[src/rtl/eth_stats_histogram_if.sv]
// Per-frame completion bus from the stats counter into the histogram.
// Latency: none, plain wires.
// Backpressure: none; the producer pulses valid and the consumer always accepts.
interface eth_stats_histogram_if;
  logic        valid;
  logic [15:0] frame_length;
  logic        frame_good;

  modport master (output valid, frame_length, frame_good);
  modport slave  (input  valid, frame_length, frame_good);
endinterface

[src/rtl/eth_stats_histogram.sv]
// Frame-length histogram plus good/bad/byte counters with an atomic shadow bank.
// Latency: frame at edge N is visible to a snapshot at N+2; reads are registered, 1 cycle.
// Backpressure: none; one frame per cycle is always accepted, live counting never stalls.
module eth_stats_histogram #(
  parameter int C_NUM_BINS      = 8,
  parameter int C_BIN_SHIFT     = 8,
  parameter int C_COUNTER_WIDTH = 64,
  parameter int C_SATURATE      = 0
) (
  input  logic                               clk,
  input  logic                               rst_n,
  input  logic                               srst,
  input  logic                               enable,
  eth_stats_histogram_if.slave               frm,
  input  logic                               snapshot,
  input  logic [$clog2(C_NUM_BINS+3)-1:0]    rd_addr,
  output logic [C_COUNTER_WIDTH-1:0]         rd_data,
  output logic [2:0]                         stats_id,
  output logic                               overflow
);

  localparam int NUM_CNT = C_NUM_BINS + 3;
  localparam int IW      = $clog2(C_NUM_BINS);
  localparam int GOOD_A  = C_NUM_BINS;
  localparam int BAD_A   = C_NUM_BINS + 1;
  localparam int BYTES_A = C_NUM_BINS + 2;
  localparam int CW      = C_COUNTER_WIDTH;

  // Returns {overflowed, new_value}; the sum is formed wide enough that any
  // carry out of the counter width is seen, then wrapped or clamped.
  function automatic logic [CW:0] add_cnt(input logic [CW-1:0] a, input logic [15:0] inc);
    logic [CW+16:0] sum;
    logic           ovf;
    sum = {17'd0, a} + {{(CW+1){1'b0}}, inc};
    ovf = |sum[CW+16:CW];
    if (ovf && (C_SATURATE != 0)) return {1'b1, {CW{1'b1}}};
    return {ovf, sum[CW-1:0]};
  endfunction

  logic            s1_vld;
  logic [15:0]     s1_len;
  logic            s1_good;
  logic [IW-1:0]   s1_idx;
  logic [15:0]     len_bin;
  logic [IW-1:0]   frm_idx;

  logic [CW-1:0]   cnt     [NUM_CNT];
  logic [CW-1:0]   cnt_nxt [NUM_CNT];
  logic [CW-1:0]   shadow  [NUM_CNT];
  logic            ovf_hit;
  logic [CW-1:0]   rd_mux;

  // Bin index: length divided by bin width, oversize frames land in the last bin.
  always_comb begin
    len_bin = frm.frame_length >> C_BIN_SHIFT;
    if (len_bin > 16'(C_NUM_BINS - 1)) frm_idx = IW'(C_NUM_BINS - 1);
    else                               frm_idx = len_bin[IW-1:0];
  end

  // Stage 1: capture an accepted frame; frames offered while disabled are dropped.
  always_ff @(posedge clk or negedge rst_n) begin
    if (!rst_n) begin
      s1_vld  <= 1'b0;
      s1_len  <= '0;
      s1_good <= 1'b0;
      s1_idx  <= '0;
    end else if (srst) begin
      s1_vld  <= 1'b0;
    end else begin
      s1_vld <= frm.valid & enable;
      if (frm.valid && enable) begin
        s1_len  <= frm.frame_length;
        s1_good <= frm.frame_good;
        s1_idx  <= frm_idx;
      end
    end
  end

  // Stage 2 next-state: apply the captured frame to the live counters.
  always_comb begin
    logic [CW:0] r;
    r       = '0;
    ovf_hit = 1'b0;
    for (int i = 0; i < NUM_CNT; i++) cnt_nxt[i] = cnt[i];
    if (s1_vld) begin
      if (s1_good) begin
        r = add_cnt(cnt[s1_idx], 16'd1);
        cnt_nxt[s1_idx] = r[CW-1:0];
        ovf_hit = ovf_hit | r[CW];
        r = add_cnt(cnt[GOOD_A], 16'd1);
        cnt_nxt[GOOD_A] = r[CW-1:0];
        ovf_hit = ovf_hit | r[CW];
      end else begin
        r = add_cnt(cnt[BAD_A], 16'd1);
        cnt_nxt[BAD_A] = r[CW-1:0];
        ovf_hit = ovf_hit | r[CW];
      end
      r = add_cnt(cnt[BYTES_A], s1_len);
      cnt_nxt[BYTES_A] = r[CW-1:0];
      ovf_hit = ovf_hit | r[CW];
    end
  end

  // Live and shadow banks; the shadow takes pre-edge live values so a same-edge commit lands in the next snapshot.
  always_ff @(posedge clk or negedge rst_n) begin
    if (!rst_n) begin
      for (int i = 0; i < NUM_CNT; i++) begin
        cnt[i]    <= '0;
        shadow[i] <= '0;
      end
    end else if (srst) begin
      for (int i = 0; i < NUM_CNT; i++) begin
        cnt[i]    <= '0;
        shadow[i] <= '0;
      end
    end else begin
      for (int i = 0; i < NUM_CNT; i++) begin
        cnt[i] <= cnt_nxt[i];
        if (snapshot) shadow[i] <= cnt[i];
      end
    end
  end

  // Sequence number bumps on every commit; overflow is sticky until cleared.
  always_ff @(posedge clk or negedge rst_n) begin
    if (!rst_n) begin
      stats_id <= 3'd0;
      overflow <= 1'b0;
    end else if (srst) begin
      stats_id <= 3'd0;
      overflow <= 1'b0;
    end else begin
      if (s1_vld)  stats_id <= stats_id + 3'd1;
      if (ovf_hit) overflow <= 1'b1;
    end
  end

  // Shadow read mux; unmapped addresses return zero.
  always_comb begin
    rd_mux = '0;
    if (int'(rd_addr) < NUM_CNT) rd_mux = shadow[rd_addr];
  end

  // Registered read port.
  always_ff @(posedge clk or negedge rst_n) begin
    if (!rst_n)    rd_data <= '0;
    else if (srst) rd_data <= '0;
    else           rd_data <= rd_mux;
  end

endmodule
[src/flat_wrapper.sv]
// flat-port wrapper written by rule: the top's interface ports become plain ports
module eth_stats_histogram_flat 
#(
  parameter int C_NUM_BINS      = 8,
  parameter int C_BIN_SHIFT     = 8,
  parameter int C_COUNTER_WIDTH = 64,
  parameter int C_SATURATE      = 0
)
  (clk, rst_n, srst, enable, snapshot, rd_addr, rd_data, stats_id, overflow, frm_valid, frm_frame_length, frm_frame_good);
  eth_stats_histogram_if frm_i ();
  input  logic clk;
  input  logic rst_n;
  input  logic srst;
  input  logic enable;
  input  logic snapshot;
  input  logic [$clog2(C_NUM_BINS+3)-1:0] rd_addr;
  output logic [C_COUNTER_WIDTH-1:0] rd_data;
  output logic [2:0] stats_id;
  output logic overflow;
  input wire logic [$bits(frm_i.valid)-1:0] frm_valid;
  input wire logic [$bits(frm_i.frame_length)-1:0] frm_frame_length;
  input wire logic [$bits(frm_i.frame_good)-1:0] frm_frame_good;
  assign frm_i.valid = frm_valid;
  assign frm_i.frame_length = frm_frame_length;
  assign frm_i.frame_good = frm_frame_good;
  eth_stats_histogram #(.C_NUM_BINS(C_NUM_BINS), .C_BIN_SHIFT(C_BIN_SHIFT), .C_COUNTER_WIDTH(C_COUNTER_WIDTH), .C_SATURATE(C_SATURATE)) u_core (.clk(clk), .rst_n(rst_n), .srst(srst), .enable(enable), .frm(frm_i), .snapshot(snapshot), .rd_addr(rd_addr), .rd_data(rd_data), .stats_id(stats_id), .overflow(overflow));
endmodule
[config.mk]
export PLATFORM = sky130hd
export DESIGN_NAME = eth_stats_histogram_flat
export DESIGN_NICKNAME = d
export VERILOG_FILES = /design/src/rtl/eth_stats_histogram_if.sv /design/src/rtl/eth_stats_histogram.sv /design/src/flat_wrapper.sv
export SDC_FILE = /design/constraint.sdc
export NUM_CORES = 2
export LEC_CHECK = 0
export ABC_CLOCK_PERIOD_IN_PS = 4400
export BUFFER_PORTS_ARGS = -buffer_cell sky130_fd_sc_hd__buf_2
export CORE_MARGIN = 4
export CORE_UTILIZATION = 23
export CTS_CLUSTER_DIAMETER = 150
export DETAILED_ROUTE_END_ITERATION = 8
export HOLD_SLACK_MARGIN = 0.08
export PLACE_DENSITY = 0.34
export SYNTH_ARGS = -nofsm -noshare
export SYNTH_HDL_FRONTEND = slang
export SYNTH_SLANG_ARGS = --single-unit
[constraint.sdc]
create_clock -name clk -period 4.4 [get_ports clk]
set_input_delay 0.44 -clock clk [delete_from_list [all_inputs] [get_ports clk]]
set_output_delay 0.44 -clock clk [all_outputs]
set_load 0.01 [all_outputs]
==> run summary <==
status: finished clean
row cnt: 204
Fin Setup TNS: 0 ns
most frequent cells in the layout: dfrtp_1, nor2_1, mux2i_1
CP Capture Type: flip-flop
mean post-synth cell area: 11.1 µm²
initial antenna violation count: 19
residual DRC count: 0
Max-Cap Viols: 0
EDFF count, synth: 0
register area: 37500 µm²
total power: 32.3 mW
Hold WS: 0.209 ns
Synth Warn #: 0
arrival time of the worst setup path: 4.96 ns
Die X: 566 µm
htree depth: 4
Initial Util: 23.1%
Overall Global Routing Usage: 17.6%
synth top area cells: dfrtp_1, mux2i_1, nor2_1
CP required: 5.20 ns
RePlAce Congestion: 0.769
DP HPWL: 184000 µm
clock buffer depth: 4
routed vias/inst: 4.89
fill cell count: 32100
share of cells above drive strength 1: 14.7%
Peak VDD IR: 268 µV
die height: 566 µm
remaining antenna violation count after routing: 0
crit share post-route: 94.4%
Area after DPL: 78300 µm²
post-synth cell types: 92
final hold violation count: 0
Startpoint Class: flip-flop
Synth Flop Type: dfrtp_1
max-slew violation count: 0
Detailed Route WL: 289000 µm
fmax: 241 MHz
Area growth syn-to-layout: 18.9%
clk sink count: 1497
Setup CP Type: flip-flop to flip-flop
Vias: 52900
top-area cell type share of the netlist area: 52.3%
DRC violation total after the first TritonRoute iteration: 3976
Pwr Density: 379 nW/µm²
DIE AREA: 320000 µm²
core region area: 309000 µm²
leakage: 38.7 nW
FF+latch count, synth: 1497
clk_lat worst skew: 0.87 ns
vias in the first global route: 54300
fraction of registers with async set/reset: 100%
CTS tree: done
area of the mapped netlist: 71600 µm²
post-route cell area: 85100 µm²
DR pass1 iterations: 5
GRT overflow: 0
largest net degree at the start of global routing: 172
clock period minus final worst setup slack: 4.15 ns
sequential-to-total area share from yosys stat: 52.3%
Yosys top cell by area: dfrtp_1
final setup vio count: 0
port bufs: 94
Critical Path Fanout Max: 16
WL per Instance: 26.8 µm
commonest non-fill, non-tap cell in the layout: dfrtp_1
I/O Pins: 95
Final Net Count: 6570
multi-input logic area: 32000 µm²
first-pass GRT wire length: 419000 µm
Root Driver: clkbuf_16
total CTS buffers: 193
clock-pin slew on the worst setup and hold paths: 0.06 ns
headroom to the max-slew limit: 28.7%
HP Class: input pin to flip-flop
syn nets: 6478
Worst Max-Slew Pin Slew: 1.06 ns
RSZ-0062 raised after global routing: no
Gate Count Post-Synth: 6430
Clock Skew: 0.0518 ns
## through the flow
| stage | worst slack, ns | utilization (%) | std cells |
|---|---|---|---|
| floorplan | 0.675 | - | 6430 |
| global placement | 0.0888 | 25.3 | 10400 |
| detailed placement | 0.0908 | 25.3 | 10400 |
| CTS | 0.0217 | 27.5 | 10800 |
| global route | 0.0282 | 27.5 | 10800 |
| finish | 0.246 | 27.5 | 10800 |
## what timing repair did
action                     CTS  global route
gates resized for setup      0             1
hold buffers                20             0
hold endpoints to repair   841             0
setup endpoints to repair    0            23
setup buffers                0             1
## cells in the mapped netlist, types with 12 or more instances
cell      instances
a211o_1          12
a211oi_1         90
a21oi_1         213
a221o_1          50
a221oi_1         41
a22o_1          358
a22oi_1          24
and2_1           25
and3_1           49
and4_1           21
buf_1            94
buf_2            38
buf_4            12
clkbuf_1        348
dfrtp_1        1497
ha_1             20
inv_1            26
mux2_2           18
mux2i_1         829
mux4_2          178
nand2_1         404
nand2b_1         14
nand3_1         172
nand3b_1         20
nand4_1          98
nor2_1         1133
nor2b_1          17
nor3_1           30
o211ai_1         52
o21ai_0          71
o31ai_1          33
or3_1            67
xnor2_1          85
xor2_1           97
## state kept, by name, summed over array words and instances (netlist names)
| signal | count |
|---|---|
| u_core.s1_len | 16 |
| u_core.s1_good | 1 |
| u_core.stats_id | 3 |
| u_core.overflow | 1 |
| u_core.rd_data | 64 |
| u_core.cnt | 704 |
| u_core.s1_idx | 3 |
| u_core.s1_vld | 1 |
| u_core.shadow | 704 |
## layer usage
metal,part of all wire [%],up-vias,track usage (%)
met4,2.5,2,4.41
met1,48,27800,25.6
li1,-,23400,-
met2,44,1316,26.8
met3,5.4,386,3.32
met5,0.0045,-,0
## area by class of cell
type / count / share of cell area (%)
inverters: 30 / 0.135
clock buffers: 294 / 6.84
multi-input cells: 4386 / 37.6
diodes: 4 / 0.0118
well taps: 4120 / 6.06
clock inverters: 60 / 0.854
flip-flops and latches: 1497 / 44.0
repair buffers: 414 / 4.51
## critical path, stage by stage (launching register included)
cell,delay (ns)
dfrtp_4,0.68
buf_12,0.25
nor3b_2,0.20
buf_4,0.19
a221o_1,0.22
ha_1,0.21
nand4bb_1,0.14
buf_4,0.20
nand4bb_1,0.57
nor4_1,0.39
buf_4,0.23
nand4_1,0.14
buf_4,0.21
or3_1,0.35
nand3_1,0.10
## logic make-up (layout without fill, tap and decap cells)
logic type	Yosys count	in the layout	synth area share, %
DFF	1497	1497	52.3
other	0	4	0
muxes	1030	1030	17.7
and+or+nand+nor	2115	2115	13.1
adders and majority gates	21	21	0.377
xor gates and xnor gates	191	191	2.43
buffers and inverters	547	798	3.26
AOI/OAI and AO/OA	1029	1029	10.8
## power breakdown
group / internal (mW) / total (mW) / switching [mW]
Sequential: 13.8 / 13.9 / 0.0527
Combinational: 0.503 / 1.90 / 1.39
Clock: 9.88 / 16.5 / 6.62
Total: 24.2 / 32.3 / 8.07
## final timing paths
| check | cells after the start | slack (ns) | start | to |
|---|---|---|---|---|
| max | 14 | 0.25 | u_core.s1_idx[0] | u_core.cnt[622] |
| min | 5 | 0.21 | enable | u_core.s1_good |
| max reg2reg | 14 | 0.25 | u_core.s1_idx[0] | u_core.cnt[622] |
| min reg2reg | 2 | 0.50 | u_core.s1_len[4] | u_core.s1_len[4] |
| max in group asynchronous | 3 | 2.71 | rst_n | u_core.cnt[154] |
| min in group asynchronous | 3 | 0.34 | rst_n | u_core.cnt[134] |
Power figures use the tool's default switching activity.
